===== src/rtl/if_fetch_stage.sv =====
// Instruction-fetch stage: owns the PC, drives the instruction ROM and fills the
// IF/ID pipeline register with branch redirect, stall, flush and misalignment handling.
module if_fetch_stage #(
    parameter logic [31:0] RESET_PC = 32'h0000_0000,
    parameter logic [31:0] NOP_INST = 32'h0000_0000
) (
    input  logic        clk,
    input  logic        rst,
    input  logic        stall_if,
    input  logic        stall_id,
    input  logic        flush,
    input  logic [31:0] new_pc,
    input  logic        branch_flag,
    input  logic [31:0] branch_target,
    input  logic [31:0] rom_inst,
    output logic        rom_ce,
    output logic [31:0] rom_addr,
    output logic [31:0] id_pc,
    output logic [31:0] id_inst,
    output logic        id_valid,
    output logic        id_adel
);

    logic        ce_q;
    logic [31:0] pc_q,       pc_d;
    logic [31:0] id_pc_q,    id_pc_d;
    logic [31:0] id_inst_q,  id_inst_d;
    logic        id_valid_q, id_valid_d;
    logic        id_adel_q,  id_adel_d;
    logic        misaligned;

    assign misaligned = (pc_q[1:0] != 2'b00);

    // Branch is ignored under stall_if: ID is frozen and will re-present it.
    always_comb begin
        pc_d = pc_q;
        if (!ce_q) begin
            pc_d = RESET_PC;
        end else if (flush) begin
            pc_d = new_pc;
        end else if (stall_if) begin
            pc_d = pc_q;
        end else if (branch_flag) begin
            pc_d = branch_target;
        end else begin
            pc_d = pc_q + 32'd4;
        end
    end

    always_comb begin
        id_pc_d    = id_pc_q;
        id_inst_d  = id_inst_q;
        id_valid_d = id_valid_q;
        id_adel_d  = id_adel_q;
        if (flush) begin
            id_pc_d    = 32'h0;
            id_inst_d  = NOP_INST;
            id_valid_d = 1'b0;
            id_adel_d  = 1'b0;
        end else if (stall_id) begin
            id_pc_d    = id_pc_q;
        end else if (stall_if || !ce_q) begin
            id_pc_d    = 32'h0;
            id_inst_d  = NOP_INST;
            id_valid_d = 1'b0;
            id_adel_d  = 1'b0;
        end else if (misaligned) begin
            // Keep the faulting PC visible so the exception unit can report it.
            id_pc_d    = pc_q;
            id_inst_d  = NOP_INST;
            id_valid_d = 1'b1;
            id_adel_d  = 1'b1;
        end else begin
            id_pc_d    = pc_q;
            id_inst_d  = rom_inst;
            id_valid_d = 1'b1;
            id_adel_d  = 1'b0;
        end
    end

    always_ff @(posedge clk or negedge rst) begin
        if (!rst) begin
            ce_q       <= 1'b0;
            pc_q       <= RESET_PC;
            id_pc_q    <= 32'h0;
            id_inst_q  <= NOP_INST;
            id_valid_q <= 1'b0;
            id_adel_q  <= 1'b0;
        end else begin
            ce_q       <= 1'b1;
            pc_q       <= pc_d;
            id_pc_q    <= id_pc_d;
            id_inst_q  <= id_inst_d;
            id_valid_q <= id_valid_d;
            id_adel_q  <= id_adel_d;
        end
    end

    assign rom_ce   = ce_q;
    assign rom_addr = pc_q;
    assign id_pc    = id_pc_q;
    assign id_inst  = id_inst_q;
    assign id_valid = id_valid_q;
    assign id_adel  = id_adel_q;

endmodule


===== config.mk =====
export PLATFORM = sky130hd
export DESIGN_NAME = if_fetch_stage
export DESIGN_NICKNAME = d
export VERILOG_FILES = /design/src/rtl/if_fetch_stage.sv
export SDC_FILE = /design/constraint.sdc
export NUM_CORES = 1
export LEC_CHECK = 0
export CAP_MARGIN = 40
export CELL_PAD_IN_SITES_DETAIL_PLACEMENT = 1
export CELL_PAD_IN_SITES_GLOBAL_PLACEMENT = 1
export CORE_ASPECT_RATIO = 1.2
export CORE_MARGIN = 1
export CORE_UTILIZATION = 32
export CTS_CLUSTER_DIAMETER = 200
export DETAILED_ROUTE_END_ITERATION = 7
export PLACE_DENSITY = 0.91
export SLEW_MARGIN = 10
export SYNTH_ARGS = -nofsm -noshare
export SYNTH_HDL_FRONTEND = slang
export SYNTH_SLANG_ARGS = --single-unit

===== constraint.sdc =====
create_clock -name clk -period 2.7 [get_ports clk]
set_clock_uncertainty 0.2 [all_clocks]
set_input_delay 0.27 -clock clk [delete_from_list [all_inputs] [get_ports clk]]
set_output_delay 0.27 -clock clk [all_outputs]
set_load 0.1 [all_outputs]

* Word-level counts from Yosys, hierarchy flattened
Index checks and enable logic that the tools add are counted.
** Word-level totals
- Flip-flop bits (word level) :: 99
- Input port bits :: 102
** Operators by class
- $add $sub $neg :: 1
- Equality and inequality tests :: 2
- Multiplexer cells :: 18
- Reduce and logical (&&, ||, !) cells :: 3
** Operator list (number)
- 32-bit two-way mux :: 11
- 32-bit by 3-bit adder with 32-bit output, second input constant :: 1
- 1-bit two-way mux :: 7
- 3-bit != test, second input constant :: 1
- 2-bit by 1-bit != test with 1-bit output, second input constant :: 1
- 2-bit nonzero test :: 1
- 1-bit logical NOT :: 1
- 1-bit logical OR :: 1

* Depth between registers and ports, before layout
Gate-level depths: netlist (run 1).
- Word-level depth :: 5
- Gate-level depth with buffers :: 7
- Gate-level depth less buffers :: 6

* Worst setup path before layout (run 1)
Ideal clock, no wire load.
- Kind :: register -> register
- From :: register pc_q[2], in the netlist rom_addr[2]
- To :: register pc_q[24], in the netlist rom_addr[24]
- Library setup time :: 133 ps
- Arrival time :: 2493 ps
- Slack :: -126 ps
- Cell stages (with the launch flop) :: 7
- Path buffers :: 0
- Cells stage by stage :: dfrtp_1 ha_1 nand3_1 or3_1 o31a_1 o211ai_1 a21oi_1
** On the way
- Word-level cells in the longest chain between the ends :: 5
** RTL lines
- from (decl) :: RTL line 25 : logic [31:0] pc_q, pc_d;
- from (signal assigned) :: RTL line 91 : pc_q <= pc_d;
- 32-bit by 3-bit adder with 32-bit output :: RTL line 46 : pc_d = pc_q + 32'd4;
- 32-bit two-way mux :: RTL line 43 : end else if (branch_flag) begin
- 32-bit two-way mux :: RTL line 41 : end else if (stall_if) begin
- 32-bit two-way mux :: RTL line 39 : end else if (flush) begin
- 32-bit two-way mux :: RTL line 37 : if (!ce_q) begin
No other way between the ends. The select of a mux whose other input is x is not followed.
A chain may end at the register's enable or synchronous reset.

* Worst setup path in the final report (run 1)
- From :: register pc_q[3], in the netlist rom_addr[3]
- To :: register pc_q[24], in the netlist rom_addr[24]
Same word-level chain as after synthesis.

==> impl_metrics.tcl, run 1 <==
set metrics [dict create \
    synthSimpleGateAreaFrac 0.147 \
    slowest_delay_ns 0.54 \
    syn_area_sq_mm 0.00485 \
    seqPwrFrac 0.414 \
    tritoncts "done" \
    clock.fmax_mhz 410 \
    hold_class "in2async" \
    rows 48 \
    intPower_mw 2.60 \
    finalNetCount 777 \
    pwr-share-comb 0.242 \
    initial_core_util 0.332 \
    maxSlewViolCount 0 \
    placed_cell_area_sq_mm 0.00692 \
    rsz0062_at_grt "no" \
    hpwl_mm 13.8 \
    synth_top_area_cell "dfrtp_1" \
    max-vdd-ir-drop_mv 0.285 \
    critPathSlowestCell "or3_1" \
    power.density_mw_per_mm2 544 \
    vias 4921 \
    ff2ff_path_depth 6 \
    cp_top_family "simple AND/OR/NAND/NOR gates" \
    multiInputGateArea_sq_mm 0.00221 \
    grt_max_degree 51 \
    tightest_slew_ns 0.693 \
    r2r_setup_slack_ns 0.26 \
    wl_mm 18.8 \
    port_buffers 200 \
    synth_top_family_by_area "compound AO/OA/AOI/OAI gates" \
    coreArea_sq_mm 0.0146 \
    firstDrtPassIters 4 \
    async_flop_share 1.00 \
    finalInstanceArea_sq_mm 0.00724 \
    cts.sinks 99 \
    synth.net_count 581 \
    status "complete, no violations" \
    fin_crit_sh 0.903 \
    finalSetupViolCount 0 \
    crit_path_start "rom_addr[3]" \
    syn_to_final_growth_pct 49.4 \
    cts_buffer_depth 2 \
    syn_inst 478 \
    grt_pass1_wl_mm 29.0 \
    tns_ns 0 \
    required_ns 2.73 \
    maxSlewHeadroom 0.538 \
    grt_use_total 0.245 \
    die_w_um 114 \
    wl_per_cell_um 21.3 \
    clockRootBuffer "clkbuf_16" \
    yosys.area_share.xor_xnor 0.0108 \
    hold_violations 0 \
    fin_util 0.496 \
    critPathArrivalTime_ns 2.47 \
    cts_max_level 3 \
    cts-buffers-inserted 9 \
    netlist.area_leader.share 0.511 \
    antenna_found_initial 0 \
    r2r_start "rom_addr[3]" \
    globalplace.congestion 0.834 \
    yosys_warnings 0 \
    clock_latency_ns 0.35 \
    muxShareOfSynthArea 0.0168 \
    swShare 0.341 \
    clkPwrFrac 0.344 \
    grt_overflow 0 \
    ant_nets 0 \
    avgSynthCellArea_sq_um 10.1 \
    die_h_um 137 \
    synth_seq_cells 99 \
    p_switching_mw 1.34 \
    grt_pass1_vias 5311 \
    yosysUniqueCellTypes 61 \
    yosys.area_share.adder 0.00258 \
    cp_cell_sequence "ha_1, nand3_1, or3_1, o31a_1, o211ai_1, a21oi_1" \
    drive_gt1_frac 0.230 \
    path_class "reg2reg" \
    regArea_sq_mm 0.00248 \
    fin_crit_ns 2.44 \
    synth_compound_area_frac 0.275 \
    cp-start-kind "flop" \
    synth_ff_type "dfrtp_1" \
    path_max_fanout 6 \
    die-area_sq_mm 0.0156 \
    synth_area_leaders "dfrtp_1 51%, a22o_1 12%, nand2_1 3.7%" \
    cap_violations 0 \
    num_antenna_cells 0 \
    power_leakage_nw 3.33 \
    finalPower_mw 3.94 \
    drtIter0Drc 267 \
    cp.depth 6 \
    clk_pin_slew_ns 0.07 \
    route.detailed.drc 0 \
    cp-end-kind "flop" \
    viasPerCell 5.60 \
    ys_seq_area_frac 0.511 \
    synth_edf_count 0 \
    ios 201 \
    cp_num_buf_inv 0 \
    filler_cell_count 1632 \
]
cell usage in the layout, fill, tap and decap left out, types with 4 or more instances in the layout:
cell type / count
o22ai_1: 10
mux2i_1: 7
dfrtp_1: 95
inv_1: 6
o211ai_1: 4
clkbuf_16: 9
nand3_1: 15
nand4_1: 11
a22o_1: 69
a22oi_1: 4
nor2_1: 19
clkdlybuf4s50_1: 99
nand2_1: 48
nor4_1: 5
buf_4: 119
o211a_1: 4
or3_1: 4
a21oi_1: 27
a221oi_1: 4
nor3_1: 11
o21ai_0: 33
dfrtp_2: 4
and2_1: 4
power by group through the flow:
stage / logic, mW / registers [mW] / clock network [mW]
2_1_floorplan: 0.202 / 2.01 / 0
3_5_place_dp: 0.951 / 1.66 / 0
6_report: 0.954 / 1.63 / 1.36
3_3_place_gp: 0.928 / 1.65 / 0
4_1_cts: 0.957 / 1.63 / 1.39
5_1_grt: 0.999 / 1.64 / 1.45
cells by family (layout without fill, tap and decap cells):
family          count (synthesis)  after routing
compound gates                181            181
simple gates                  137            137
flops                          99             99
buf+inv                        45            246
mux                             8              8
xor+xnor                        6              6
fa+ha+maj                       1              1
other cells                     1              1
layout make-up:
cell class,count,area share
Clock buffer,10,0.0330
Timing Repair Buffer,223,0.271
Multi-Input combinational cell,334,0.305
Tap cell,200,0.0346
Sequential cell,99,0.343
Inverter,7,0.00363
Clock inverter,6,0.0100
sequential cells by signal (all words and copies together) (netlist names):
name and count:
id_inst 32, id_pc 32, rom_addr 32, id_adel 1, id_valid 1, rom_ce 1
through the flow:
stage	setup WS [ns]	instances	hold WS, ns
after floorplan	0.00608	478	-0.226
after global placement	0.330	862	-0.0803
after detailed placement	0.285	862	-0.0756
after CTS	0.283	879	0.0910
after global routing	0.158	879	0.128
final	0.261	879	0.102
per-layer routing:
layer	vias to the layer above	track usage	share of wire
li1	2205	-	-
met1	2473	0.292	0.40
met2	210	0.433	0.52
met3	33	0.0363	0.058
met4	0	0.113	0.021
met5	-	0	0
worst register-to-register path, cell delays in order, from the launching register on:
cell      delay (ns)
dfrtp_2         0.46
ha_1            0.26
nand3_1         0.29
or3_1           0.54
o31a_1          0.33
o211ai_1        0.17
a21oi_1         0.09
path summary, 6_finish.rpt:
kind,end
max,rom_addr[24]
min,id_pc[29]
max reg2reg,rom_addr[24]
min reg2reg,id_adel
max in group asynchronous,id_pc[8]
min in group clk,rom_addr[12]
cells in the mapped netlist (2+ instances only):
library cell  instances
a21o_1                2
a21oi_1              27
a221oi_1              4
a22o_1               69
a22oi_1               4
a31oi_1               3
a41o_1                2
and2_1                4
and3_1                3
and4_1                2
buf_1                 5
buf_2                 2
clkbuf_1             29
clkbuf_2              2
dfrtp_1              99
inv_1                 6
mux2i_1               7
nand2_1              48
nand2b_1              2
nand3_1              15
nand4_1              11
nor2_1               19
nor2b_1               2
nor3_1               11
nor3b_1               3
nor4_1                5
o211a_1               4
o211ai_1              4
o21ai_0              33
o22ai_1              10
o31a_1                3
o31ai_1               2
or3_1                 4
xnor2_1               3
xor2_1                3
timing repair:
| action | 4_1_cts | 5_1_grt |
|---|---|---|
| buffers inserted | 0 | 0 |
| hold buffers | 1 | 0 |
| endpoints found under the hold margin | 99 | 0 |
| gates resized for setup | 0 | 0 |
(Power assumes the default switching activity.)
==> run 2: changes to the inputs <==
Settings changed: CAP_MARGIN 40 to not set, SLEW_MARGIN 10 to 20.
==> results of run 2 <==
Final layout, timing and power as in run 1 (identical DEF).
==> RTL change: new RTL, flow settings as in run 2 <==
Register the input `branch_target` before use. The logic sees it one clock later. The other inputs are not delayed to match.
--- a/src/rtl/if_fetch_stage.sv
+++ b/src/rtl/if_fetch_stage.sv
@@ -23,2 +23,8 @@
 
+    logic [31:0] branch_target_q;
+
+    always_ff @(posedge clk) begin
+        branch_target_q <= branch_target;
+    end
+
     logic        ce_q;
@@ -43,3 +49,3 @@
         end else if (branch_flag) begin
-            pc_d = branch_target;
+            pc_d = branch_target_q;
         end else begin
Formal check against the unedited RTL: not equivalent (a bounded check fails within 4 cycles, from zero or initial values and one cycle with rst low).
==> RTL change against run 2 <==
Synthesized area up 16%; wire length up 4.7%; hold slack worse by 0.019 ns; sequential power up 31%; cell count up 8.9%; total power up 37%; non-clock buffer count down 6; count of clock-buffer cells in the layout up 8; sequential cell count up 32; final area up 14%; largest cell class unchanged; setup slack better by 0.071 ns; critical path type unchanged; sequential share of layout area up 3.6 points.
==> RTL change: results <==
metrics = {
    "detailed_routing": {
        "wl_met1_mm": 8.02,
        "drt_pre_antenna_iters": 4,
        "wl_met2_mm": 9.61,
        "wire_per_inst_um": 20.5,
        "vias": 5165,
        "route.met3.wl_mm": 1.48,
        "drt-initial-drc-count": 259,
    },
    "synthesis": {
        "synth_fa_ha_area_share_pct": 0.223,
        "synthFlopType": "dfrtp_1",
        "async_flop_share_pct": 75.6,
        "synth_cell_types": 63,
        "synth_warnings": 0,
        "synth_xor_area_share_pct": 0.780,
        "synth_area_leaders": "dfrtp_1 (44%), dfxtp_1 (11%), a22o_1 (10%), nand2_1 (3.5%), o21ai_0 (2.9%)",
        "synthTopCellsByCount": "dfrtp_1 (99), a22o_1 (65), nand2_1 (52), clkbuf_1 (35)",
        "syn_nets": 638,
        "seq_area_frac_synth_pct": 55.5,
        "synthMuxAreaShare_pct": 2.03,
        "synth_compound_area_share_pct": 23.3,
        "synth.avg_cell_area_um2": 10.5,
    },
    "worst_setup_path": {
        "cpLargestDelayFamily": "simple AND/OR/NAND/NOR gates",
        "r2r_slack_ns": 0.33,
        "reg2regPathDepth": 6,
        "crit_slowest_cell": "or3_1",
        "crit_arrival_ns": 2.51,
        "critPathMaxFanout": 8,
        "crit_path_start": "rom_addr[2]",
        "worstReg2RegEnd": "rom_addr[24]",
        "slowest_delay_ns": 0.44,
    },
    "final_layout": {
        "post_layout_nonfiller_instances": 957,
        "antenna_cells": 0,
        "final_nets": 831,
        "drive_gt1_share_pct": 22.9,
    },
    "clocking": {
        "cts_setup_buffers": 0,
        "cts-root-buf": "clkbuf_16",
        "clock_path_buffers": 2,
        "cts_buffers": 17,
        "htree_levels": 4,
        "clkLatencyLatePin_ns": 0.42,
    },
    "global_route": {
        "grt_max_degree": 67,
        "grt_pass1_vias": 5376,
        "grt_usage_pct": 22.7,
        "grt_first_pass_wirelength_mm": 30.7,
    },
    "place": {
        "place_inst": 924,
        "place.gp.congestion": 0.810,
        "dpl.hpwl_mm": 14.0,
        "numPortBuffers": 200,
    },
    "sta": {
        "holdWs_ns": 0.0833,
        "max-slew-margin-rel_pct": 63.5,
    },
    "hold_path": {
        "hold_depth": 1,
        "min-delay-start": "branch_target[14]",
        "hold_class": "in2reg",
    },
    "status": {
        "outcome": "finished, final reports clean",
    },
    "power": {
        "power_leakage_uw": 0.00378,
        "peakVddDrop_v": 0.000406,
    },
}
-- RTL change: cell count changes in the layout (fill, tap and decap cells not counted), sizes merged, moves of 5 or more --
cell / before / now
clkbuf: 10 / 18
inv: 8 / 14
nor2: 19 / 14
buf: 123 / 118
nand2b: 2 / 8
dfxtp: 0 / 32
o22ai: 10 / 3
-- RTL change: kinds of logic (layout without fill, tap and decap cells) --
group | after synthesis | count (layout)
AOI/OAI and AO/OA | 179 | 179
xor gates and xnor gates | 5 | 5
adders and majority gates | 1 | 1
buffers and inverters | 55 | 261
DFF | 131 | 131
muxes | 11 | 11
other | 1 | 1
and+or+nand+nor | 152 | 152
-- RTL change: what timing repair did --
| action | 4_1_cts | 5_1_grt |
|---|---|---|
| endpoints found under the setup margin | 0 | 0 |
| hold buffers | 1 | 0 |
| resized for setup | 0 | 0 |
| endpoints found under the hold margin | 37 | 0 |
-- RTL change: worst reg2reg max path, cell delays in order (launching register included) --
cell	delay (ns)
dfrtp_2	0.42
ha_1	0.23
and3_1	0.34
nand4_1	0.34
or3_1	0.44
xor2_1	0.15
o211ai_1	0.16
-- RTL change: layer usage --
layer,up-vias,global-route usage [%]
li1,2373,-
met4,0,8.84
met2,225,36.5
met5,-,0
met3,35,7.22
met1,2532,28.0
-- RTL change: through the flow --
step | power, uW | setup WS, ns | area [um2]
finish | 5410 | 0.332 | 8250
global route | 5610 | 0.187 | 8250
CTS | 5460 | 0.358 | 8250
detailed placement | 3140 | 0.370 | 7660
global placement | 3120 | 0.444 | 7660
floorplan | 2740 | 0.00567 | 5620
-- RTL change: worst max-delay path by stage --
stage / slack [ns] / end / cells past startpoint
after floorplan: 0.006 / rom_addr[31] / 6
after global placement: 0.44 / rom_addr[31] / 5
after detailed placement: 0.37 / rom_addr[24] / 6
after CTS: 0.36 / rom_addr[24] / 6
after global routing: 0.19 / rom_addr[24] / 6
final: 0.33 / rom_addr[24] / 6
-- RTL change: area by class of cell --
class	instances	area, um2
fill	1848	8790
sequential	131	3130
multi-input combinational	349	2300
timing repair buffer	217	1920
clock buffer	18	429
tap	216	270
clock inverter	14	156
inverter	12	45.0
-- RTL change: where the power goes --
group	switching [uW]	leakage (uW)	internal [uW]
Sequential	99.0	0.00161	2040
Clock	936	0.000273	1370
Combinational	662	0.00190	312
Total	1700	0.00378	3720
